--- config.mk ---
export PLATFORM = sky130hd
export DESIGN_NAME = guess_history_reader
export DESIGN_NICKNAME = d
export VERILOG_FILES = /design/src/rtl/guess_history_reader.sv
export SDC_FILE = /design/constraint.sdc
export NUM_CORES = 1
export LEC_CHECK = 0
export BUFFER_PORTS_ARGS = -buffer_cell sky130_fd_sc_hd__buf_2
export CORE_UTILIZATION = 29
export DETAILED_ROUTE_END_ITERATION = 10
export PLACE_DENSITY = 0.48
export SYNTH_ARGS = -nofsm -noshare
export SYNTH_HDL_FRONTEND = slang
export SYNTH_SLANG_ARGS = --single-unit
--- constraint.sdc ---
create_clock -name clk -period 1.9 [get_ports clk]
set_input_delay 0.285 -clock clk [delete_from_list [all_inputs] [get_ports clk]]
set_output_delay 0.285 -clock clk [all_outputs]
set_load 0.01 [all_outputs]
--- src/rtl/guess_history_reader.sv ---
// ----------------------------------------------------------------------------
// guess_history_reader
//
// Walks the guess-history store and turns every stored row into a 19-byte
// ASCII line for the text sink:
//   "<p1 digits> <ball>B<strike>S|<p2 digits> <ball>B<strike>S\r\n"
// Rows are emitted newest first (row 0 .. NUM_ROWS-1).
//
// Ports
//   clk            system clock
//   rst            asynchronous, active-low reset
//   start          one-cycle request to dump the history (ignored while busy)
//   output_number  nibble returned by the store for ascii_char (combinational)
//   ascii_char     lookup code driven to the store
//   tx_data        ASCII byte to the sink
//   tx_valid       tx_data is valid
//   tx_ready       sink accepts tx_data when tx_valid && tx_ready at clk
//   busy           dump in progress
//   done           one-cycle pulse after the last byte is accepted
// ----------------------------------------------------------------------------
module guess_history_reader #(
  parameter int         NUM_ROWS   = 4,
  parameter logic [7:0] ROW_BASE   = 8'h20,
  parameter logic [7:0] ROW_STRIDE = 8'h20,
  parameter logic [7:0] P2_OFFSET  = 8'h17
) (
  input  logic       clk,
  input  logic       rst,
  input  logic       start,
  input  logic [3:0] output_number,
  output logic [7:0] ascii_char,
  output logic [7:0] tx_data,
  output logic       tx_valid,
  input  logic       tx_ready,
  output logic       busy,
  output logic       done
);

  typedef enum logic [2:0] {
    IDLE,
    ADDR,
    LOAD,
    SEND,
    DONE
  } state_t;

  localparam logic [4:0] LAST_STEP = 5'd18;
  localparam logic [2:0] LAST_ROW  = 3'(NUM_ROWS - 1);

  state_t     state;
  logic [2:0] row;
  logic [4:0] step;

  // Per-step decode: either a store lookup at (row base + offset) or a
  // constant byte.
  logic       lookup_step;
  logic [7:0] code_offset;
  logic [7:0] literal_byte;
  logic [7:0] row_base;
  logic [7:0] nibble_ascii;

  assign row_base     = ROW_BASE + (8'(row) * ROW_STRIDE);
  assign nibble_ascii = (output_number < 4'd10) ? (8'h30 + {4'h0, output_number}) : 8'h3F;

  always_comb begin
    lookup_step  = 1'b0;
    code_offset  = 8'h00;
    literal_byte = 8'h0A;
    case (step)
      5'd0:  begin lookup_step = 1'b1; code_offset = 8'd0; end
      5'd1:  begin lookup_step = 1'b1; code_offset = 8'd1; end
      5'd2:  begin lookup_step = 1'b1; code_offset = 8'd2; end
      5'd3:  literal_byte = 8'h20;
      5'd4:  begin lookup_step = 1'b1; code_offset = 8'd4; end
      5'd5:  literal_byte = 8'h42;
      5'd6:  begin lookup_step = 1'b1; code_offset = 8'd6; end
      5'd7:  literal_byte = 8'h53;
      5'd8:  literal_byte = 8'h7C;
      5'd9:  begin lookup_step = 1'b1; code_offset = P2_OFFSET; end
      5'd10: begin lookup_step = 1'b1; code_offset = P2_OFFSET + 8'd1; end
      5'd11: begin lookup_step = 1'b1; code_offset = P2_OFFSET + 8'd2; end
      5'd12: literal_byte = 8'h20;
      5'd13: begin lookup_step = 1'b1; code_offset = P2_OFFSET + 8'd4; end
      5'd14: literal_byte = 8'h42;
      5'd15: begin lookup_step = 1'b1; code_offset = P2_OFFSET + 8'd6; end
      5'd16: literal_byte = 8'h53;
      5'd17: literal_byte = 8'h0D;
      default: literal_byte = 8'h0A;
    endcase
  end

  always_ff @(posedge clk or negedge rst) begin
    if (!rst) begin
      state      <= IDLE;
      row        <= 3'd0;
      step       <= 5'd0;
      ascii_char <= 8'h00;
      tx_data    <= 8'h00;
      tx_valid   <= 1'b0;
      busy       <= 1'b0;
      done       <= 1'b0;
    end else begin
      case (state)
        IDLE: begin
          done <= 1'b0;
          if (start) begin
            busy  <= 1'b1;
            row   <= 3'd0;
            step  <= 5'd0;
            state <= ADDR;
          end
        end

        ADDR: begin
          if (lookup_step) begin
            ascii_char <= row_base + code_offset;
            state      <= LOAD;
          end else begin
            // Constant bytes need no store access, so they are loaded here
            // and cost one cycle less than lookups. ascii_char keeps its
            // previous lookup value.
            tx_data  <= literal_byte;
            tx_valid <= 1'b1;
            state    <= SEND;
          end
        end

        LOAD: begin
          // output_number now reflects the ascii_char registered in ADDR.
          tx_data  <= lookup_step ? nibble_ascii : literal_byte;
          tx_valid <= 1'b1;
          state    <= SEND;
        end

        SEND: begin
          if (tx_ready) begin
            tx_valid <= 1'b0;
            if (step == LAST_STEP) begin
              step <= 5'd0;
              if (row == LAST_ROW) begin
                state      <= DONE;
                done       <= 1'b1;
                busy       <= 1'b0;
                ascii_char <= 8'h00;
              end else begin
                row   <= row + 3'd1;
                state <= ADDR;
              end
            end else begin
              step  <= step + 5'd1;
              state <= ADDR;
            end
          end
        end

        DONE: begin
          done  <= 1'b0;
          state <= IDLE;
        end

        default: state <= IDLE;
      endcase
    end
  end

endmodule

== Word-level counts from Yosys, hierarchy flattened ==
Index checks and enable logic that the tools add are counted.

* Register bits: 30
* Latch bits: 0
* RAM bits: 0
* Memory bits (read-only): 0
* Bits of input ports: 8
* Output and inout port bits: 19
* Memories kept: 0

* Add/sub/neg operators: 5
* Multiply operators: 0
* Div/mod/pow operators: 0
* $lt $le $gt $ge: 1
* Equal/unequal tests: 30
* Shift operators: 0
* Mux-type cells: 39
* Bitwise gates (word level): 0
* Reduce and logical (&&, ||, !) cells: 20

{| class="wikitable"
|+ Operators with widths
! operator !! count
|-
| two-way mux 8 bit || 6
|-
| one-hot mux 5 bit (9 select lines) || 1
|-
| == test 5 x 4 -> 1 bit (second input constant) || 8
|-
| one-hot mux 7 bit (5 select lines) || 1
|-
| one-hot mux 8 bit (2 select lines) || 2
|-
| two-way mux 3 bit || 8
|-
| == test 5 x 3 -> 1 bit (second input constant) || 4
|-
| == test 5 bit (second input constant) || 3
|-
| two-way mux 5 bit || 3
|-
| AND reduction 5 bit || 3
|-
| != test 2 bit (second input constant) || 7
|-
| one-hot mux 3 bit (4 select lines) || 1
|-
| two-way mux 1 bit || 11
|-
| == test 5 x 2 -> 1 bit (second input constant) || 2
|-
| one-hot mux 5 bit (2 select lines) || 1
|-
| OR reduction 10 bit || 1
|-
| == test 3 x 2 -> 1 bit (second input constant) || 3
|-
| adder 6 x 8 -> 8 bit (first input constant) || 1
|-
| adder 8 bit || 1
|-
| nonzero test 2 bit || 4
|-
| OR reduction 2 bit || 4
|-
| adder 6 x 4 -> 7 bit (first input constant) || 1
|-
| two-way mux 7 bit || 1
|-
| one-hot mux 3 bit (2 select lines) || 1
|-
| other kinds (14) || 17
|}

== Logic depth before layout (Yosys ltp) ==
* Depth in word-level cells: 5
* Depth in mapped cells: 8

== Worst setup path after synthesis ==
OpenSTA, ideal clock, no wires.

* Path type: reg-to-reg
* Start: register step[0]
* End: register tx_data[0]
* Data arrival time: 1.857 ns
* Slack: -0.022 ns
* Cell stages (with the launch flop): 8
* Path buffers: 0
* Cells stage by stage: dfrtp_1 inv_1 ha_1 or3_4 a31oi_4 nand3_4 o21bai_4 o221a_2

* Longest elaborated chain between the ends: 5
* Elaborated cells on any way between the ends: 29

{| class="wikitable"
|+ RTL lines
! what !! RTL line !! text
|-
| start: declaration || 52 || <nowiki>logic [4:0] step;</nowiki>
|-
| start signal: assignment || 150 || <nowiki>step <= step + 5'd1;</nowiki>
|-
| == test 5 bit (tied with other cells) || 69 || <nowiki>case (step)</nowiki>
|-
| OR reduction 2 bit (no source line) / OR reduction 10 bit (equally long branches) || -- ||
|-
| one-hot mux 7 bit (5 select lines) / two-way mux 1 bit (equally long branches) || 69 ||
|-
| two-way mux 8 bit (tied with other cells) || 130 || <nowiki>tx_data <= lookup_step ? nibble_ascii : literal_byte;</nowiki>
|-
| one-hot mux 8 bit (2 select lines) / AND reduction 2 bit (equally long branches) || -- ||
|-
| end signal: assignment || 122 || <nowiki>tx_data <= literal_byte;</nowiki>
|-
| end signal: assignment || 130 ||
|-
| end: declaration || 32 || <nowiki>output logic [7:0] tx_data,</nowiki>
|}

Several ways; a longest one is shown, not always the timed one. The select of a mux whose other input is x is not followed.
A chain may end at the register's enable or synchronous reset.

== Worst setup path after layout ==
Same ends and word-level chain as after synthesis.

==> flow_summary.toml <==
[place]
dpl-instance-area_um2 = 2150
place.gp.congestion = 0.698
hpwl_mm = 3.21
io_buffer_count = 25

[global_routing]
grtUsageTotal = 0.149
antenna_found_initial = 0
grt_pass1_wl_mm = 7.02
grt_pass1_vias = 1461
grt_max_degree = 30
grt_overflow = 0

[pwr]
power_density_nw_per_um2 = 1440
pwr-share-seq = 0.287
intPower_uw = 2040
switching_share = 0.395
power.switching_uw = 1330
irDropWorstVdd_v = 0.000592
clkPwrFrac = 0.172
p_leak_uw = 0.00109
combPwrFrac = 0.541
power_uw = 3370

[critical_path]
crit_type = "flop to flop"
cp_slowest_stage_delay_ps = 450
critical-path-top-delay-family = "simple AND/OR/NAND/NOR gates"
crit_path_start_kind = "flop"
critPathCaptureType = "flop"
crit_fanout = 6
worst-endpoint-required_ps = 2070
crit_path_top_delay_cell = "dfrtp_2"
path_cells = "ha_4 -> or3_4 -> a31oi_4 -> nand3_4 -> buf_4 -> o221a_2"
arrival_ps = 2060
crit_buf_inv = 1

[route]
via_per_inst = 4.92
drtAntennaViolNets = 0
route.detailed.drc = 0
first_iter_violations = 73
wl_met1_mm = 2.09
wl_met3_um = 166
highest_layer = "met4"
drtPass1Iterations = 4
post_drt_wl_per_cell_um = 13.9
routed_wirelength_mm = 4.40
wl_met2_mm = 2.07
dr_total_vias = 1555

[outcome]
status = "complete, no violations"

[clock_network]
cts_buffer_depth = 2
tritoncts = "built"
cts.sink_count = 29
h-tree-depth = 2
cts.clk_slew.worst_paths_ps = 70
root_buffer = "clkbuf_8"
cts_buffers = 5
insertion_delay_ps = 290

[synthesis]
synth_nets = 201
ys_async_sr_fraction = 1.00
synth_cell_types = 53
netlist_top_cells_count = "dfrtp_1, nand2_1, nor2_1, o21ai_0, inv_1"
yosys.area.top_type = "dfrtp_1"
ys.flop_type = "dfrtp_1"
yosysWarnings = 0
synth-edff-count = 0
yosys-top-cells-area = "dfrtp_1, ha_1, o21ai_0, nand2_1, nor2_1"
yosysTopAreaCellShare = 0.414
syn_inst = 186
yosysMostFrequentCell = "dfrtp_1"
seq_area_frac_synth = 0.414
ys_ff_latch = 29
syn_area_um2 = 1750
syn_avg_cell_area_um2 = 9.43

[layout]
drive_above_1_share = 0.377
area_delta_synth_final_pct = 32.8
multiInputGateArea_um2 = 981
fin_area_um2 = 2330
final_nets = 258
antenna_cells = 0
regArea_um2 = 728
fillers = 596

[floorplan]
die_h_um = 79.8
rows = 27
die-area_um2 = 6360
initial_utilization = 0.309
coreArea_um2 = 5680
fp.dieW_um = 79.8
io_pins = 27

[sta]
grt_setup_unrepaired = "yes"
min_period_ps = 1890
final.setup.tns_ps = 0
tightest_slew_ps = 670
relSlewSlack = 0.554
slew_viol_final = 0
hold_viol_final = 0
fmax_mhz = 530
fin_crit_sh = 0.994
holdWs_ps = 32.2
setup_viol_count_final = 0
finalClockSkew_ps = 6.53

[flow_run]
drv_cap = 0

[hold_path]
hp-class = "input port to asynchronous set/reset pin"
==> worst paths after layout <==
path / start / end / slack (ps) / cells after the start
worst max-delay path: step[0]$_DFFE_PN0P_ / tx_data[0]$_DFFE_PN0P_ / 10 / 6
worst min-delay path: rst / step[4]$_DFFE_PN0P_ / 30 / 1
worst max register to register: step[0]$_DFFE_PN0P_ / tx_data[0]$_DFFE_PN0P_ / 10 / 6
worst min register to register: ascii_char[4]$_DFFE_PN0P_ / ascii_char[4]$_DFFE_PN0P_ / 480 / 1
max in group asynchronous: rst / step[0]$_DFFE_PN0P_ / 1400 / 1
min in group clk: start / state[0]$_DFFE_PN0P_ / 300 / 3
==> final cells by class <==
| type | count | share of cell area |
|---|---|---|
| Inverter | 11 | 0.0177 |
| Timing Repair Buffer | 60 | 0.166 |
| Clock inverter | 1 | 0.00215 |
| Multi-Input combinational cell | 136 | 0.421 |
| Clock buffer | 7 | 0.0414 |
| Tap cell | 72 | 0.0387 |
| Sequential cell | 29 | 0.313 |
==> power groups by stage <==
| stage | logic [uW] | clock network [uW] | registers (uW) |
|---|---|---|---|
| 2_1_floorplan | 1080 | 0 | 995 |
| 3_3_place_gp | 1750 | 0 | 960 |
| 3_5_place_dp | 1760 | 0 | 963 |
| 4_1_cts | 1800 | 594 | 953 |
| 5_1_grt | 2010 | 613 | 990 |
| 6_report | 1820 | 578 | 967 |
==> logic make-up (layout without fill, tap and decap cells) <==
kind of cell | after synthesis | count (layout) | share of synthesized area
buffers and inverters | 21 | 79 | 0.0542
AO/OA/AOI/OAI | 53 | 53 | 0.225
other | 1 | 1 | 0.00214
multiplexers | 7 | 7 | 0.0414
adder cells (fa/ha/maj) | 7 | 7 | 0.0499
flip-flops | 29 | 29 | 0.414
AND/OR/NAND/NOR | 68 | 68 | 0.214
==> metal layers <==
layer,track usage,up-vias
li1,-,785
met1,0.192,726
met2,0.234,37
met3,0.0343,7
met4,0.0679,0
met5,0,-
==> sequential cells by signal, summed over array words and instances, names as in the netlist <==
register	cells
ascii_char	8
tx_data	7
step	5
row	3
state	3
busy	1
done	1
tx_valid	1
==> cells in the final DEF (no fill, tap or decap), types with 2 or more instances in the layout <==
cell type	netlist	layout
a21o_1	5	5
a21oi_1	10	10
a31oi_1	2	2
and2b_1	2	2
buf_2	4	25
buf_4	1	35
clkbuf_8	0	7
dfrtp_1	29	27
dfrtp_2	0	2
ha_1	7	2
ha_2	0	3
ha_4	0	2
inv_1	11	10
mux2_2	2	2
mux2i_1	5	5
nand2_1	15	14
nand2b_1	4	4
nand3_1	6	6
nand3b_1	3	3
nand4_1	3	3
nor2_1	15	15
nor2b_1	4	4
nor3b_1	2	2
o211ai_1	2	2
o21ai_0	12	12
o21bai_1	2	2
o221a_2	2	2
o2bb2ai_1	2	2
o31a_1	2	2
o31ai_1	3	3
or3_1	2	2
==> per-stage QoR <==
stage / util / cells / setup WS (ps)
6_report: 0.410 / 316 / 11.4
5_1_grt: 0.410 / 316 / -65.5
4_1_cts: 0.403 / 315 / 0.262
3_5_place_dp: 0.379 / 304 / -20.9
3_3_place_gp: 0.379 / 304 / 7.55
2_1_floorplan: - / 186 / -17.7
==> timing repair <==
item,in CTS,in global routing
setup endpoints to repair,8,17
resized for setup,3,9
buffers inserted,3,1
hold buffers,0,0
pin swaps,3,0
No activity file was read; power rests on OpenSTA's default activity.
